==> config.mk <==
export PLATFORM = sky130hd
export DESIGN_NAME = sdram_rw_sched
export DESIGN_NICKNAME = d
export VERILOG_FILES = /design/src/rtl/sdram_sched_pkg.sv /design/src/rtl/sdram_sched_ptr.sv /design/src/rtl/sdram_rw_sched.sv
export SDC_FILE = /design/constraint.sdc
export NUM_CORES = 1
export LEC_CHECK = 0
export CAP_MARGIN = 0
export CORE_UTILIZATION = 45
export DETAILED_ROUTE_END_ITERATION = 16
export DONT_BUFFER_PORTS = 1
export PLACE_DENSITY_LB_ADDON = 0.08
export SYNTH_ARGS = -nofsm -noshare
export SYNTH_HDL_FRONTEND = slang
export SYNTH_SLANG_ARGS = --single-unit
==> constraint.sdc <==
create_clock -name clk -period 5.8 [get_ports clk]
set_input_delay 1.16 -clock clk [delete_from_list [all_inputs] [get_ports clk]]
set_output_delay 1.16 -clock clk [all_outputs]
set_load 0.005 [all_outputs]
==> src/rtl/sdram_sched_pkg.sv <==
// Shared constants for the SDRAM read/write burst scheduler:
// FSM state encoding and command direction values.
package sdram_sched_pkg;

   typedef logic [1:0] state_t;

   localparam state_t ST_WAIT_INIT = 2'd0;
   localparam state_t ST_ARB       = 2'd1;
   localparam state_t ST_ISSUE     = 2'd2;
   localparam state_t ST_WAIT_DONE = 2'd3;

   localparam logic CMD_RD = 1'b0;
   localparam logic CMD_WR = 1'b1;

endpackage

==> src/rtl/sdram_sched_ptr.sv <==
// Per-side frame pointer: computes the next burst length (clipped at the frame
// end) and advances or restarts the word pointer, flagging a frame wrap.
module sdram_sched_ptr #(
   parameter int DATA_DEPTH = 1024*240,
   parameter int BURST_LEN  = 256,
   parameter int ADDR_W     = 24,
   parameter int CNT_W      = 10
) (
   input  logic              clk,
   input  logic              rst,
   input  logic              advance,
   input  logic              restart,
   input  logic [CNT_W-1:0]  adv_len,
   output logic [ADDR_W-1:0] ptr,
   output logic [CNT_W-1:0]  len,
   output logic              wrap
);

   localparam logic [ADDR_W-1:0] DEPTH = ADDR_W'(DATA_DEPTH);
   localparam logic [ADDR_W-1:0] BLEN  = ADDR_W'(BURST_LEN);

   logic [ADDR_W-1:0] remain;
   logic [ADDR_W-1:0] ptr_next;

   // A pointer sitting exactly at the frame end is treated as a fresh frame.
   always_comb begin
      remain   = DEPTH - ptr;
      ptr_next = ptr + ADDR_W'(adv_len);
      if (remain == '0 || remain >= BLEN) begin
         len = CNT_W'(BURST_LEN);
      end else begin
         len = remain[CNT_W-1:0];
      end
      wrap = advance && !restart && (ptr_next >= DEPTH);
   end

   always_ff @(posedge clk) begin
      if (rst) begin
         ptr <= '0;
      end else if (restart) begin
         ptr <= '0;
      end else if (advance) begin
         ptr <= (ptr_next >= DEPTH) ? '0 : ptr_next;
      end
   end

endmodule

==> src/rtl/sdram_rw_sched.sv <==
// Arbitrates one SDRAM burst controller between the frame-generator write FIFO
// and the VGA read FIFO. Define SDRAM_SCHED_DOUBLE_BUF_EN for front/back buffers.
module sdram_rw_sched #(
   parameter int DATA_DEPTH    = 1024*240,
   parameter int BURST_LEN     = 256,
   parameter int ADDR_W        = 24,
   parameter int CNT_W         = 10,
   parameter int MAX_RD_STREAK = 4
) (
   input  logic              clk,
   input  logic              rst,
   input  logic              init_done,
   input  logic [CNT_W-1:0]  wr_fifo_cnt,
   input  logic [CNT_W-1:0]  rd_fifo_free,
   input  logic              rd_frame_start,
   output logic              cmd_valid,
   input  logic              cmd_ready,
   output logic              cmd_wr,
   output logic [ADDR_W-1:0] cmd_addr,
   output logic [CNT_W-1:0]  cmd_len,
   input  logic              cmd_done,
   output logic              new_frame_req,
   output logic              wr_frame_done,
   output logic              busy
);

   import sdram_sched_pkg::*;

   localparam int SW = $clog2(MAX_RD_STREAK + 1);
   localparam logic [SW-1:0] STREAK_MAX = SW'(MAX_RD_STREAK);

   state_t            state;
   logic              wr_active;
   logic              rd_restart_pend;
   logic [SW-1:0]     rd_streak;
   logic [ADDR_W-1:0] wr_ptr, rd_ptr, wr_base, rd_base;
   logic [CNT_W-1:0]  wlen, rlen;
   logic              wr_adv, rd_done, rd_outstanding, rd_restart;
   logic              wr_wrap, rd_wrap_unused;
   logic              wr_elig, rd_elig, grant_wr, grant_rd, start_frame;

   always_comb begin
      wr_adv         = (state == ST_WAIT_DONE) && cmd_done && (cmd_wr == CMD_WR);
      rd_done        = (state == ST_WAIT_DONE) && cmd_done && (cmd_wr == CMD_RD);
      rd_outstanding = ((state == ST_ISSUE) || (state == ST_WAIT_DONE)) && (cmd_wr == CMD_RD);
      rd_restart     = (rd_frame_start && !rd_outstanding) ||
                       (rd_done && (rd_restart_pend || rd_frame_start));
      wr_elig        = wr_active && (wr_fifo_cnt >= wlen);
      rd_elig        = rd_fifo_free >= rlen;
      grant_wr       = wr_elig && (!rd_elig || (rd_streak == STREAK_MAX));
      grant_rd       = rd_elig && !grant_wr;
      start_frame    = rd_frame_start && !wr_active && (state != ST_WAIT_INIT);
   end

   sdram_sched_ptr #(
      .DATA_DEPTH (DATA_DEPTH),
      .BURST_LEN  (BURST_LEN),
      .ADDR_W     (ADDR_W),
      .CNT_W      (CNT_W)
   ) u_wr_ptr (
      .clk     (clk),
      .rst     (rst),
      .advance (wr_adv),
      .restart (1'b0),
      .adv_len (cmd_len),
      .ptr     (wr_ptr),
      .len     (wlen),
      .wrap    (wr_wrap)
   );

   sdram_sched_ptr #(
      .DATA_DEPTH (DATA_DEPTH),
      .BURST_LEN  (BURST_LEN),
      .ADDR_W     (ADDR_W),
      .CNT_W      (CNT_W)
   ) u_rd_ptr (
      .clk     (clk),
      .rst     (rst),
      .advance (rd_done),
      .restart (rd_restart),
      .adv_len (cmd_len),
      .ptr     (rd_ptr),
      .len     (rlen),
      .wrap    (rd_wrap_unused)
   );

`ifdef SDRAM_SCHED_DOUBLE_BUF_EN
   localparam logic [ADDR_W-1:0] DEPTH = ADDR_W'(DATA_DEPTH);
   logic front_sel;

   // The display buffer flips only once the back buffer holds a complete frame.
   always_ff @(posedge clk) begin
      if (rst) begin
         front_sel <= 1'b0;
      end else if (start_frame) begin
         front_sel <= ~front_sel;
      end
   end

   assign rd_base = front_sel ? DEPTH : '0;
   assign wr_base = front_sel ? '0 : DEPTH;
`else
   assign rd_base = '0;
   assign wr_base = '0;
`endif

   always_ff @(posedge clk) begin
      if (rst) begin
         state           <= ST_WAIT_INIT;
         cmd_valid       <= 1'b0;
         cmd_wr          <= CMD_RD;
         cmd_addr        <= '0;
         cmd_len         <= '0;
         new_frame_req   <= 1'b0;
         wr_frame_done   <= 1'b0;
         busy            <= 1'b0;
         wr_active       <= 1'b0;
         rd_streak       <= '0;
         rd_restart_pend <= 1'b0;
      end else begin
         new_frame_req <= 1'b0;
         wr_frame_done <= wr_wrap;
         if (wr_wrap) begin
            wr_active <= 1'b0;
         end
         if (start_frame) begin
            new_frame_req <= 1'b1;
            wr_active     <= 1'b1;
         end
         if (rd_done) begin
            rd_restart_pend <= 1'b0;
         end else if (rd_frame_start && rd_outstanding) begin
            rd_restart_pend <= 1'b1;
         end

         case (state)
            ST_WAIT_INIT: begin
               if (init_done) begin
                  new_frame_req <= 1'b1;
                  wr_active     <= 1'b1;
                  state         <= ST_ARB;
               end
            end
            // No grant while a read restart lands, so the read address is never stale.
            ST_ARB: begin
               if (!rd_frame_start && (grant_wr || grant_rd)) begin
                  cmd_valid <= 1'b1;
                  busy      <= 1'b1;
                  cmd_wr    <= grant_wr ? CMD_WR : CMD_RD;
                  cmd_addr  <= grant_wr ? (wr_base + wr_ptr) : (rd_base + rd_ptr);
                  cmd_len   <= grant_wr ? wlen : rlen;
                  if (grant_wr) begin
                     rd_streak <= '0;
                  end else if (rd_streak != STREAK_MAX) begin
                     rd_streak <= rd_streak + 1'b1;
                  end
                  state <= ST_ISSUE;
               end
            end
            ST_ISSUE: begin
               if (cmd_ready) begin
                  cmd_valid <= 1'b0;
                  state     <= ST_WAIT_DONE;
               end
            end
            ST_WAIT_DONE: begin
               if (cmd_done) begin
                  busy  <= 1'b0;
                  state <= ST_ARB;
               end
            end
            default: state <= ST_WAIT_INIT;
         endcase
      end
   end

endmodule

=== Word-level counts from Yosys, hierarchy flattened ===
Index checks and enable logic that the tools add are counted.

* Multiply operators: 0
* Reductions and logical operators: 40
* Mux-type cells: 26
* Shift-type cells: 0
* $lt $le $gt $ge: 6
* Bitwise gates (word level): 1
* Div/mod/pow operators: 0
* Equality and inequality tests: 9
* Add/sub/neg operators: 5

{| class="wikitable"
|+ Operator list
! cell !! number
|-
| two-way mux 24 bit || 3
|-
| adder 24 x 10 -> 24 bit || 2
|-
| greater-or-equal comparator 24 x 18 -> 1 bit (second input constant) || 2
|-
| greater-or-equal comparator 24 x 9 -> 1 bit (second input constant) || 2
|-
| logical NOT 24 bit || 2
|-
| subtractor 18 x 24 -> 24 bit (first input constant) || 2
|-
| two-way mux 10 bit || 3
|-
| greater-or-equal comparator 10 bit || 2
|-
| logical AND 1 bit || 14
|-
| two-way mux 1 bit || 11
|-
| AND reduction 3 bit || 3
|-
| two-way mux 2 bit || 4
|-
| != test 2 bit (second input constant) || 4
|-
| one-hot mux 2 bit (4 select lines) || 1
|-
| nonzero test 2 bit || 4
|-
| logical OR 1 bit || 7
|-
| two-way mux 3 bit || 2
|-
| logical NOT 1 bit || 5
|-
| == test 2 bit (second input constant) || 2
|-
| one-hot mux 1 bit (2 select lines) || 2
|-
| AND reduction 4 bit || 1
|-
| OR reduction 2 bit || 2
|-
| adder 3 x 1 -> 3 bit (second input constant) || 1
|-
| == test 3 bit (second input constant) || 1
|-
| other kinds (5) || 5
|}

* Bits in read-only memories: 0
* Flip-flop bits (word level): 94
* Memories kept: 0
* Word-level logic and storage cells: 100
* Input bits: 26
* Output and inout bits: 39
* Bits in latches: 0
* RAM bits: 0

=== Depth between registers and ports, before layout ===
Gate-level depths: netlist (run 1).

* Depth after elaboration: 14
* Gate-level depth with buffers: 23
* Gate-level depth less buffers: 19

=== Modules after synthesis ===
Synthesis (run 1) repeated with hierarchy kept, for this count alone.

* Cells, all modules: 879
* Area, all modules: 7075.5 um2

{| class="wikitable"
|+ By module, submodules not included
! module !! seq. area each (um2) !! instances !! cells an instance !! area each (um2)
|-
| sdram_sched_ptr || 480.5 || 2 || 287 || 2158.3
|-
| sdram_rw_sched || 920.9 || 1 || 305 || 2758.9
|}

=== Worst setup path before layout (run 1) ===
OpenSTA, ideal clock, no wires.

* Path type: register to register
* From: register u_rd_ptr.ptr[1]
* To: register cmd_addr[21]
* Clock period less this slack: 4.717 ns
* Arrival: 4.579 ns
* Stages on the path, launching flop included: 22
* Data required time: 5.663 ns
* Path buffers: 4
* Setup time: 0.137 ns
* Slack: 1.083 ns
* Cells stage by stage: dfxtp_1 -> inv_1 -> ha_1 -> or3b_2 -> or4_1 -> a211o_1 -> o21a_1 -> nor2_1 -> and4b_1 -> buf_6 -> buf_12 -> and2_1 -> ha_1 -> nand2b_1 -> a211oi_1 -> o21ai_0 -> a211oi_1 -> o221a_2 -> clkbuf_1 -> buf_1 -> mux2i_1 -> a211oi_1

* Longest elaborated chain between the ends: 13
* Elaborated cells on any way between the ends: 15
* Those cells by class: add/sub (1); order compare (2); mux (2); reduce/logical (10)

{| class="wikitable"
|+ Ends and longest elaborated chain
! what !! line !! RTL
|-
| start, declared || sdram_sched_ptr.sv:14 || <nowiki>output logic [ADDR_W-1:0] ptr,</nowiki>
|-
| start signal, assigned || sdram_sched_ptr.sv:43 || <nowiki>ptr <= (ptr_next >= DEPTH) ? '0 : ptr_next;</nowiki>
|-
| subtractor 18 x 24 -> 24 bit (*) || sdram_sched_ptr.sv:27 || <nowiki>remain = DEPTH - ptr;</nowiki>
|-
| greater-or-equal comparator 24 x 9 -> 1 bit or logical NOT 24 bit (tied branches) || sdram_sched_ptr.sv:29 || <nowiki>if (remain == '0 || remain >= BLEN) begin</nowiki>
|-
| logical OR 1 bit || sdram_sched_ptr.sv:29 ||
|-
| two-way mux 10 bit (*) || sdram_sched_ptr.sv:29 ||
|-
| greater-or-equal comparator 10 bit (*) || sdram_rw_sched.sv:49 || <nowiki>rd_elig = rd_fifo_free >= rlen;</nowiki>
|-
| logical NOT 1 bit || sdram_rw_sched.sv:50 || <nowiki>grant_wr = wr_elig && (!rd_elig || (rd_streak == STREAK_MAX));</nowiki>
|-
| logical OR 1 bit || sdram_rw_sched.sv:50 ||
|-
| logical AND 1 bit || sdram_rw_sched.sv:50 ||
|-
| logical NOT 1 bit || sdram_rw_sched.sv:51 || <nowiki>grant_rd = rd_elig && !grant_wr;</nowiki>
|-
| logical AND 1 bit || sdram_rw_sched.sv:51 ||
|-
| logical OR 1 bit || sdram_rw_sched.sv:146 || <nowiki>if (!rd_frame_start && (grant_wr || grant_rd)) begin</nowiki>
|-
| logical AND 1 bit || sdram_rw_sched.sv:146 ||
|-
| AND reduction 2 bit (no source line) || -- ||
|-
| end signal, assigned || sdram_rw_sched.sv:150 || <nowiki>cmd_addr <= grant_wr ? (wr_base + wr_ptr) : (rd_base + rd_ptr);</nowiki>
|-
| end, declared || sdram_rw_sched.sv:19 || <nowiki>output logic [ADDR_W-1:0] cmd_addr,</nowiki>
|}

Every way passes the cells marked *; elsewhere a longest branch is shown, timed or not.
A chain may end at the register's enable or synchronous reset.

=== Final worst setup path (run 1) ===
* From: register u_rd_ptr.ptr[1]
* To: register cmd_len[1]

* Longest elaborated chain between the ends: 13
* Elaborated cells on any way between the ends: 15
* Those cells by class: add/sub (1); order compare (2); mux (2); reduce/logical (10)

{| class="wikitable"
|+ Ends and longest elaborated chain
! what !! line !! RTL
|-
| subtractor 18 x 24 -> 24 bit (*) || sdram_sched_ptr.sv:27 ||
|-
| greater-or-equal comparator 24 x 9 -> 1 bit or logical NOT 24 bit (tied branches) || sdram_sched_ptr.sv:29 ||
|-
| logical OR 1 bit || sdram_sched_ptr.sv:29 ||
|-
| two-way mux 10 bit (*) || sdram_sched_ptr.sv:29 ||
|-
| greater-or-equal comparator 10 bit || sdram_rw_sched.sv:49 ||
|-
| logical NOT 1 bit || sdram_rw_sched.sv:50 ||
|-
| logical OR 1 bit || sdram_rw_sched.sv:50 ||
|-
| logical AND 1 bit || sdram_rw_sched.sv:50 ||
|-
| logical NOT 1 bit || sdram_rw_sched.sv:51 ||
|-
| logical AND 1 bit || sdram_rw_sched.sv:51 ||
|-
| logical OR 1 bit || sdram_rw_sched.sv:146 ||
|-
| logical AND 1 bit || sdram_rw_sched.sv:146 ||
|-
| AND reduction 2 bit (no source line) || -- ||
|-
| end signal, assigned || sdram_rw_sched.sv:151 || <nowiki>cmd_len <= grant_wr ? wlen : rlen;</nowiki>
|-
| end, declared || sdram_rw_sched.sv:20 || <nowiki>output logic [CNT_W-1:0] cmd_len,</nowiki>
|}

Marks and branches as above.

==> results of run 1 <==
## state kept, by name, summed over array words and instances, names as in the netlist
register	flops
busy	1
cmd_addr	24
cmd_len	10
cmd_valid	1
cmd_wr	1
new_frame_req	1
rd_restart_pend	1
rd_streak	3
state	2
u_rd_ptr.ptr	24
u_wr_ptr.ptr	24
wr_active	1
wr_frame_done	1
## cell families after synthesis
logic type               after synthesis  synth area share (%)
multiplexers                          30                 4.417
buffers and inverters                 93                 5.769
flip-flops                            94                 27.11
XOR/XNOR                              51                 6.436
AO/OA/AOI/OAI                        209                 20.03
adder cells (fa/ha/maj)               51                 9.411
AND/OR/NAND/NOR                      350                 26.77
other                                  1               0.05403
## where the power goes
| part | internal [mW] | switching [mW] | total [mW] |
|---|---|---|---|
| clock network | 0.303 | 0.298 | 0.600 |
| registers | 0.704 | 0.0688 | 0.773 |
| logic | 0.134 | 0.194 | 0.329 |
| total | 1.14 | 0.561 | 1.70 |
## area by class of cell
class	instances	area share, %
Multi-Input combinational cell	693	64.03
Clock inverter	7	0.8933
Tap cell	188	3.230
Inverter	30	1.546
Sequential cell	94	25.84
Clock buffer	9	3.092
Timing Repair Buffer	10	1.374
## metal layers
metal	wire [um]	vias up	part of all wire, %
met5	0	-	0
met4	446	0	2.2
met3	1149	32	5.7
met2	9442	169	47
met1	9078	3067	45
li1	-	3121	-
## worst min-delay path, cell delays in order, from the launching register on
cell	delay, ps
dfxtp_1	340
nand2_1	70
a21oi_1	60
## Yosys cell counts, types with 7 or more instances
master	n
xor2_1	14
nor3_1	37
nor4_1	8
clkbuf_1	47
a21o_1	11
inv_1	30
and3_1	14
and2_1	11
o211ai_1	8
xnor2_1	37
nor2b_1	9
or3_1	10
dfxtp_1	94
or2_2	10
o2111ai_1	7
ha_1	49
nand3b_1	8
a21oi_1	53
nand3_1	26
nand2b_1	11
mux2i_1	25
a31oi_1	13
o21ai_0	35
nor2_1	78
nand4_1	20
buf_2	7
nand2_1	72
a211oi_1	34
## final timing paths
kind | endpoint | from | slack, ps | cells past startpoint
worst max-delay path | cmd_len[1]$_SDFFE_PP0P_ | u_rd_ptr.ptr[1]$_SDFFE_PP0P_ | 470 | 19
worst min-delay path | rd_streak[0]$_SDFFE_PP0P_ | rd_streak[0]$_SDFFE_PP0P_ | 500 | 2
worst max register to register | cmd_len[1]$_SDFFE_PP0P_ | u_rd_ptr.ptr[1]$_SDFFE_PP0P_ | 470 | 19
worst min register to register | rd_streak[0]$_SDFFE_PP0P_ | rd_streak[0]$_SDFFE_PP0P_ | 500 | 2
## metrics by stage
stage	instance area [um2]	util (%)	hold WS [ps]
CTS	7283	48.09	498.2
global route	7283	48.09	527.8
floorplan	6944	-	462.1
global placement	6993	46.17	472.3
detailed placement	6993	46.17	485.1
finish	7283	48.09	504.0
==> flow_metrics.tcl, run 1 <==
set metrics [dict create \
    status "completed" \
    grt_pass1_wl_um 32820 \
    post_cts_resize_count 0 \
    grt_max_degree 73 \
    antenna_left 0 \
    crit_top_cell "o21ai_0" \
    die_w_um 126.2 \
    met3_usage_pct 4.163 \
    diodes 0 \
    end_kind "flop" \
    syn_inst 879 \
    crit_family "simple AND/OR/NAND/NOR gates" \
    fin_setup_tns_ps 0 \
    synth_cell_types 77 \
    num-nets-final 915 \
    met1_usage_pct 35.03 \
    crit_path_start_kind "flop" \
    synth-seq-area-share_pct 27.11 \
    postCtsSetupBuffers 0 \
    grt_pass1_vias 6139 \
    io_pins 65 \
    crit_buf_inv 2 \
    async_reset_ff_share_pct 0 \
    firstDrtPassIters 5 \
    cpPeakStageDelay_ps 500 \
    grt_use_met2_pct 42.96 \
    root_buffer "clkbuf_16" \
    cts_buffers 9 \
    maxSlewHeadroom_pct 34.55 \
    via_count 6389 \
    final_common_cell "dfxtp_1" \
    ys_ff_latch 94 \
    worst_pin_slew_ps 978.1 \
    setup_viol 0 \
    nFillCells 1486 \
    rsz0062_at_grt "no" \
    synth-main-ff-cell "dfxtp_1" \
    fin_cells 1031 \
    seq_area_um2 1882 \
    setup_slack_ps 465.0 \
    drc 0 \
    avgViaCountPerCell 6.197 \
    synth_top_area_cell "dfxtp_1" \
    max-cap-violations 0 \
    path_cells "inv_1 > ha_1 > or3b_2 > or4_1 > a211o_1 > o21a_1 > nor2_1 > and4b_1 > and2_1 > ha_1 > nand2b_1 > a211oi_1 > o21ai_0 > a211oi_1 > o21ai_0 > and3_2 > buf_12 > o21ai_0 > a31oi_2" \
    hold_buffers 0 \
    netlist.area_leader.share_pct 27.11 \
    antenna_found_initial 0 \
    insertion_delay_ps 360 \
    slew_violations 0 \
    synth-edff-count 0 \
    clock_sinks 94 \
    dp_cells 1015 \
    overflow 0 \
    wl_um 20120 \
    avgSynthCellArea_um2 7.896 \
    die_area_um2 15920 \
    power_leakage_nw 2.687 \
    cp_slowest_cell "or3b_2" \
    wl_per_cell_um 19.51 \
    total_power_mw 1.703 \
    place_ws_ps 521.7 \
    fmax_mhz 187.4 \
    drive_gt1_share_pct 6.643 \
    p_per_area_nw_per_um2 233.8 \
    clk_pin_slew_worst_paths_ps 80 \
    clock_path_buffers 2 \
    die-height_um 126.2 \
    port_buffers 0 \
    placementRows 45 \
    netlist_area_um2 6940 \
    cts_max_level 3 \
    fin_crit_sh_pct 91.98 \
    gp_congestion 1.020 \
    final_cell_mix "94 x dfxtp_1, 78 x nor2_1, 72 x nand2_1" \
    arrival_ps 5570 \
    first_iter_violations 490 \
    crit_fanout 72 \
    finalCriticalPeriod_ps 5335 \
    cp.required_ps 6040 \
    ys_warn_count 0 \
    path_class "flop to flop" \
    busiest_layer "met2" \
    multi_input_area_um2 4663 \
    dp_hpwl_um 15310 \
    coreArea_um2 15150 \
    grt_usage_pct 26.34 \
    fin_skew_ps 11.67 \
    ir_worst_vdd_mv 0.1275 \
    start_util_pct 45.82 \
    cts_tree "done" \
    hold_violations 0 \
    hp-class "flop to flop" \
    syn2layout_area_growth_pct 4.940 \
    synthTopCellsByArea "dfxtp_1 27%, ha_1 8.8%, xnor2_1 4.7%" \
]
(Power assumes the default switching activity.)
==> run 2: changes to the inputs <==
- BUFFER_PORTS_ARGS: default -> -buffer_cell sky130_fd_sc_hd__buf_2
- DONT_BUFFER_PORTS: 1 -> default
==> run 2 against run 1 <==
  * Utilization is 2.3 points higher
  * Critical path depth is 3 lower
  * Die area stayed put
  * Via count is 3.6% higher
  * Sequential cell count stayed put
  * Critical path type unchanged
  * Fmax is 2.8% higher
  * Clock power is 1% lower
  * Register-to-register slack better by 140 ps
  * Clock skew is 3.2 ps lower
  * Routed wire length is 3.2% higher
  * First-iteration DRC count is 8.6% lower
==> flow_metrics.tcl, run 2 (same netlist as run 1, synthesis figures left out) <==
set metrics [dict create \
    status "completed" \
    clock_sinks 94 \
    postCtsSetupBuffers 0 \
    start_util_pct 45.82 \
    path_cells "or4_1 > nor4_4 > mux2_2 > nor2_1 > nand2_1 > and4b_1 > and2_1 > nand2_1 > ha_1 > a2111oi_0 > o211a_1 > o21ai_0 > and3_2 > buf_12 > o21ai_0 > a31oi_1" \
    wl_um 20770 \
    post_cts_resize_count 0 \
    antenna_left 0 \
    path_class "flop to flop" \
    diodes 0 \
    rsz0062_at_grt "no" \
    dp_cells 1083 \
    setup_viol 0 \
    die_w_um 126.2 \
    avgViaCountPerCell 6.025 \
    gp_congestion 0.8871 \
    worst_pin_slew_ps 1046 \
    fin_setup_tns_ps 0 \
    num-nets-final 983 \
    drive_gt1_share_pct 13.61 \
    power.net_switching_uw 569.8 \
    grt_pass1_vias 6420 \
    crit_family "simple AND/OR/NAND/NOR gates" \
    arrival_ps 5420 \
    crit_path_start_kind "flop" \
    coreArea_um2 15150 \
    insertion_delay_ps 350 \
    switching_share_pct 32.48 \
    fin_cells 1099 \
    max-cap-violations 0 \
    firstDrtPassIters 5 \
    internal_power_mw 1.185 \
    crit_fanout 49 \
    ir_worst_vdd_mv 0.1501 \
    power_frac_seq_pct 43.5 \
    overflow 0 \
    finalCriticalPeriod_ps 5191 \
    root_buffer "clkbuf_16" \
    cts_max_level 3 \
    final_cell_mix "94 x dfxtp_1, 78 x nor2_1, 72 x nand2_1" \
    cts_tree "done" \
    slew_violations 0 \
    grt_usage_pct 27.06 \
    clkPwrFrac_pct 33.8 \
    p_per_area_nw_per_um2 229.8 \
    hold_violations 0 \
    io_pins 65 \
    fmax_mhz 192.6 \
    final_common_cell "dfxtp_1" \
    clock_path_buffers 2 \
    grt_pass1_wl_um 33910 \
    total_power_mw 1.755 \
    pwr-share-comb_pct 22.7 \
    cp.required_ps 6030 \
    cts_buffers 9 \
    hp-class "flop to flop" \
    maxSlewHeadroom_pct 30.27 \
    placementRows 45 \
    power_leakage_nw 3.007 \
    via_count 6621 \
    syn2layout_area_growth_pct 10.01 \
    cpPeakStageDelay_ps 710 \
    grt_max_degree 59 \
    fin_crit_sh_pct 89.50 \
    port_buffers 64 \
    hold_buffers 0 \
    die_area_um2 15920 \
    drc 0 \
    top_regs "cmd_addr: 24 flops, u_rd_ptr.ptr: 24 flops, u_wr_ptr.ptr: 24 flops" \
    die-height_um 126.2 \
    fin_skew_ps 8.436 \
    antenna_found_initial 0 \
    wl_per_cell_um 18.89 \
    cp_slowest_cell "or4_1" \
    first_iter_violations 448 \
    clk_pin_slew_worst_paths_ps 70 \
    dp_hpwl_um 15850 \
    crit_buf_inv 1 \
    end_kind "flop" \
]
## run 2: changes by cell type in the layout (fill, tap and decap cells not counted), sizes merged
cell / previous run / this run
clkbuf: 9 / 10
buf: 10 / 78
inv: 34 / 32
clkinv: 3 / 2
clkinvlp: 0 / 2
## run 2: path summary, 6_finish.rpt
path,slack [ps],cells after the start,to,startpoint
min reg2reg,500,2,busy$_SDFFE_PP0P_,busy$_SDFFE_PP0P_
max,610,16,cmd_len[4]$_SDFFE_PP0P_,u_wr_ptr.ptr[3]$_SDFFE_PP0P_
max reg2reg,610,16,cmd_len[4]$_SDFFE_PP0P_,u_wr_ptr.ptr[3]$_SDFFE_PP0P_
min,500,2,busy$_SDFFE_PP0P_,busy$_SDFFE_PP0P_
## run 2: worst min-delay path: stages (launching register included)
cell     delay [ps]
dfxtp_1         330
o21ai_0          70
a21oi_1          60
## run 2: layout make-up
class,count,area [um2]
fillers,1451,7511
repair buffers,78,450.4
clock inverters,6,52.55
well taps,188,235.2
inverters,30,112.6
flip-flops and latches,94,1882
clock buffers,10,239.0
multi-input cells,693,4663
## run 2: power groups by stage
| stage | combinational [mW] | clock, mW | sequential [mW] |
|---|---|---|---|
| 3_5_place_dp | 0.396 | 0 | 0.778 |
| 4_1_cts | 0.398 | 0.602 | 0.764 |
| 3_3_place_gp | 0.384 | 0 | 0.776 |
| 5_1_grt | 0.449 | 0.630 | 0.773 |
| 6_report | 0.398 | 0.592 | 0.764 |
| 2_1_floorplan | 0.267 | 0 | 0.759 |
## run 2: per-stage QoR
step / setup WS [ps] / utilization [%] / instance area, um2 / hold slack [ps]
finish: 608.8 / 50.41 / 7635 / 497.7
global route: 165.7 / 50.41 / 7635 / 527.6
CTS: 634.1 / 50.41 / 7635 / 505.8
detailed placement: 676.3 / 48.48 / 7343 / 496.1
global placement: 786.1 / 48.48 / 7343 / 475.7
floorplan: 1083 / - / 6944 / 462.1
## run 2: per-layer routing
metal / GRT usage (%) / share of wire, % / up-vias
li1: - / - / 3248
met1: 34.92 / 45 / 3196
met2: 46.34 / 48 / 154
met3: 4.588 / 4.8 / 23
met4: 7.512 / 1.7 / 0
met5: 0 / 0 / -
==> run 3: changes to the inputs <==
- CORE_MARGIN: default -> 2
- clock period: 5.8 -> 5.85 ns (I/O delays scaled with it)
==> run 3 against run 2 <==
  * Non-clock buffer count grew 2
  * Cell area grew 0.38%
  * Die area grew 3.2%
  * Critical path depth grew 4
  * Sequential power shrank 2%
  * Clock-buffer cell count is the same
  * Utilization grew 0.19 points
  * First-iteration DRC count grew 2.7%
  * Global-route usage shrank 2.0 points
  * Critical endpoint is now cmd_len[1]$_SDFFE_PP0P_
  * Highest routed layer unchanged
==> flow_metrics.tcl, run 3 (same netlist as run 1, synthesis figures left out) <==
set metrics [dict create \
    grt_usage_pct 25.06 \
    diodes 0 \
    via_count 6580 \
    p_per_area_nw_per_um2 230.3 \
    antenna_found_initial 0 \
    gp_congestion 0.9905 \
    hp-class "flop to flop" \
    clock_path_buffers 2 \
    drive_gt1_share_pct 13.80 \
    io_pins 65 \
    final_common_cell "dfxtp_1" \
    crit_family "simple AND/OR/NAND/NOR gates" \
    fin_crit_sh_pct 88.17 \
    cts_buffers 9 \
    fmax_mhz 193.9 \
    setup_viol 0 \
    syn2layout_area_growth_pct 10.42 \
    final_area_um2 7664 \
    place_ws_ps 690.5 \
    post_cts_resize_count 0 \
    grt_use_met2_pct 41.93 \
    cts_max_level 3 \
    die_area_um2 16430 \
    met1_usage_pct 33.64 \
    die_w_um 128.2 \
    antenna_left 0 \
    wl_um 20290 \
    cp.required_ps 6090 \
    hold_ws_ps 490.0 \
    crit_top_cell "o21ai_0" \
    r2r_slack_ps 690 \
    overflow 0 \
    hold_buffers 0 \
    num-nets-final 985 \
    slew_violations 0 \
    port_buffers 64 \
    drc 0 \
    top_regs "cmd_addr: 24 flops, u_rd_ptr.ptr: 24 flops, u_wr_ptr.ptr: 24 flops" \
    met3_usage_pct 4.007 \
    wl_per_cell_um 18.43 \
    die-height_um 128.2 \
    end_kind "flop" \
    ir_worst_vdd_mv 0.1370 \
    status "completed" \
    root_buffer "clkbuf_16" \
    clock_sinks 94 \
    crit_buf_inv 3 \
    grt_max_degree 60 \
    nFillCells 1451 \
    start_util_pct 45.82 \
    max-cap-violations 0 \
    avgViaCountPerCell 5.976 \
    firstDrtPassIters 5 \
    cpPeakStageDelay_ps 510 \
    maxSlewHeadroom_pct 34.20 \
    placementRows 45 \
    grt_pass1_vias 6298 \
    arrival_ps 5400 \
    postCtsSetupBuffers 0 \
    dp_hpwl_um 15480 \
    utilization_pct 50.60 \
    power_leakage_nw 3.035 \
    busiest_layer "met2" \
    grt_pass1_wl_um 32490 \
    finalCriticalPeriod_ps 5158 \
    cts_tree "done" \
    hold_violations 0 \
    setup_slack_ps 692.0 \
    path_class "flop to flop" \
    path_cells "inv_1 > ha_1 > or3b_2 > or4_1 > a211o_1 > o21a_1 > nor2_1 > and4b_1 > and2_1 > ha_1 > nand2b_1 > a211oi_1 > o21ai_0 > a211oi_1 > buf_4 > o21ai_0 > and3_2 > buf_12 > o21ai_0 > a31oi_2" \
    worst_pin_slew_ps 983.3 \
    fin_skew_ps 7.887 \
    clk_pin_slew_worst_paths_ps 70 \
    dpl_cell_area_um2 7358 \
    coreArea_um2 15150 \
    crit_path_start_kind "flop" \
    rsz0062_at_grt "no" \
    crit_fanout 50 \
    cp_slowest_cell "or3b_2" \
    insertion_delay_ps 360 \
    fin_setup_tns_ps 0 \
    first_iter_violations 460 \
    final_cell_mix "94 x dfxtp_1, 78 x nor2_1, 72 x nand2_1" \
]
## run 3: changes by cell type in the layout (fill, tap and decap cells not counted), sizes merged
cell      previous run  this run
buf                 78        80
clkinvlp             2         0
bufinv               0         1
inv                 32        33
## run 3: final cells by class
| class | instances | area (um2) | share of cell area, % |
|---|---|---|---|
| multi-input combinational | 693 | 4663 | 60.85 |
| sequential | 94 | 1882 | 24.56 |
| timing repair buffer | 80 | 465.4 | 6.073 |
| clock buffer | 10 | 239.0 | 3.118 |
| tap | 188 | 235.2 | 3.069 |
| inverter | 30 | 112.6 | 1.469 |
| clock inverter | 6 | 66.31 | 0.8653 |
## run 3: worst reg2reg max path, cell delays in order, from the launching register on
cell and delay [ps]:
dfxtp_1 370, inv_1 160, ha_1 250, or3b_2 510, or4_1 500, a211o_1 280, o21a_1 130, nor2_1 80
and4b_1 500, and2_1 200, ha_1 220, nand2b_1 140, a211oi_1 220, o21ai_0 120, a211oi_1 220, buf_4 170
o21ai_0 160, and3_2 350, buf_12 200, o21ai_0 210, a31oi_2 50
## run 3: path summary, 6_finish.rpt
check | start | end | cells after the start
setup / recovery | u_rd_ptr.ptr[1]$_SDFFE_PP0P_ | cmd_len[1]$_SDFFE_PP0P_ | 20
hold / removal | cmd_valid$_SDFFE_PP0P_ | cmd_valid$_SDFFE_PP0P_ | 2
setup reg to reg | u_rd_ptr.ptr[1]$_SDFFE_PP0P_ | cmd_len[1]$_SDFFE_PP0P_ | 20
hold reg to reg | cmd_valid$_SDFFE_PP0P_ | cmd_valid$_SDFFE_PP0P_ | 2
## run 3: layer usage
layer,vias to the layer above,share of wire (%)
met1,3107,46
met3,26,4.8
met5,-,0
met2,188,48
li1,3259,-
met4,0,1.5
## run 3: through the flow
stage	instances	power (mW)
2_1_floorplan	880	1.017
3_3_place_gp	1085	1.147
3_5_place_dp	1085	1.159
4_1_cts	1101	1.778
5_1_grt	1101	1.856
6_report	1101	1.765
## run 3: power by group
part / switching [mW] / internal, mW
registers: 0.0532 / 0.699
clock network: 0.275 / 0.346
logic: 0.223 / 0.168
total: 0.551 / 1.21
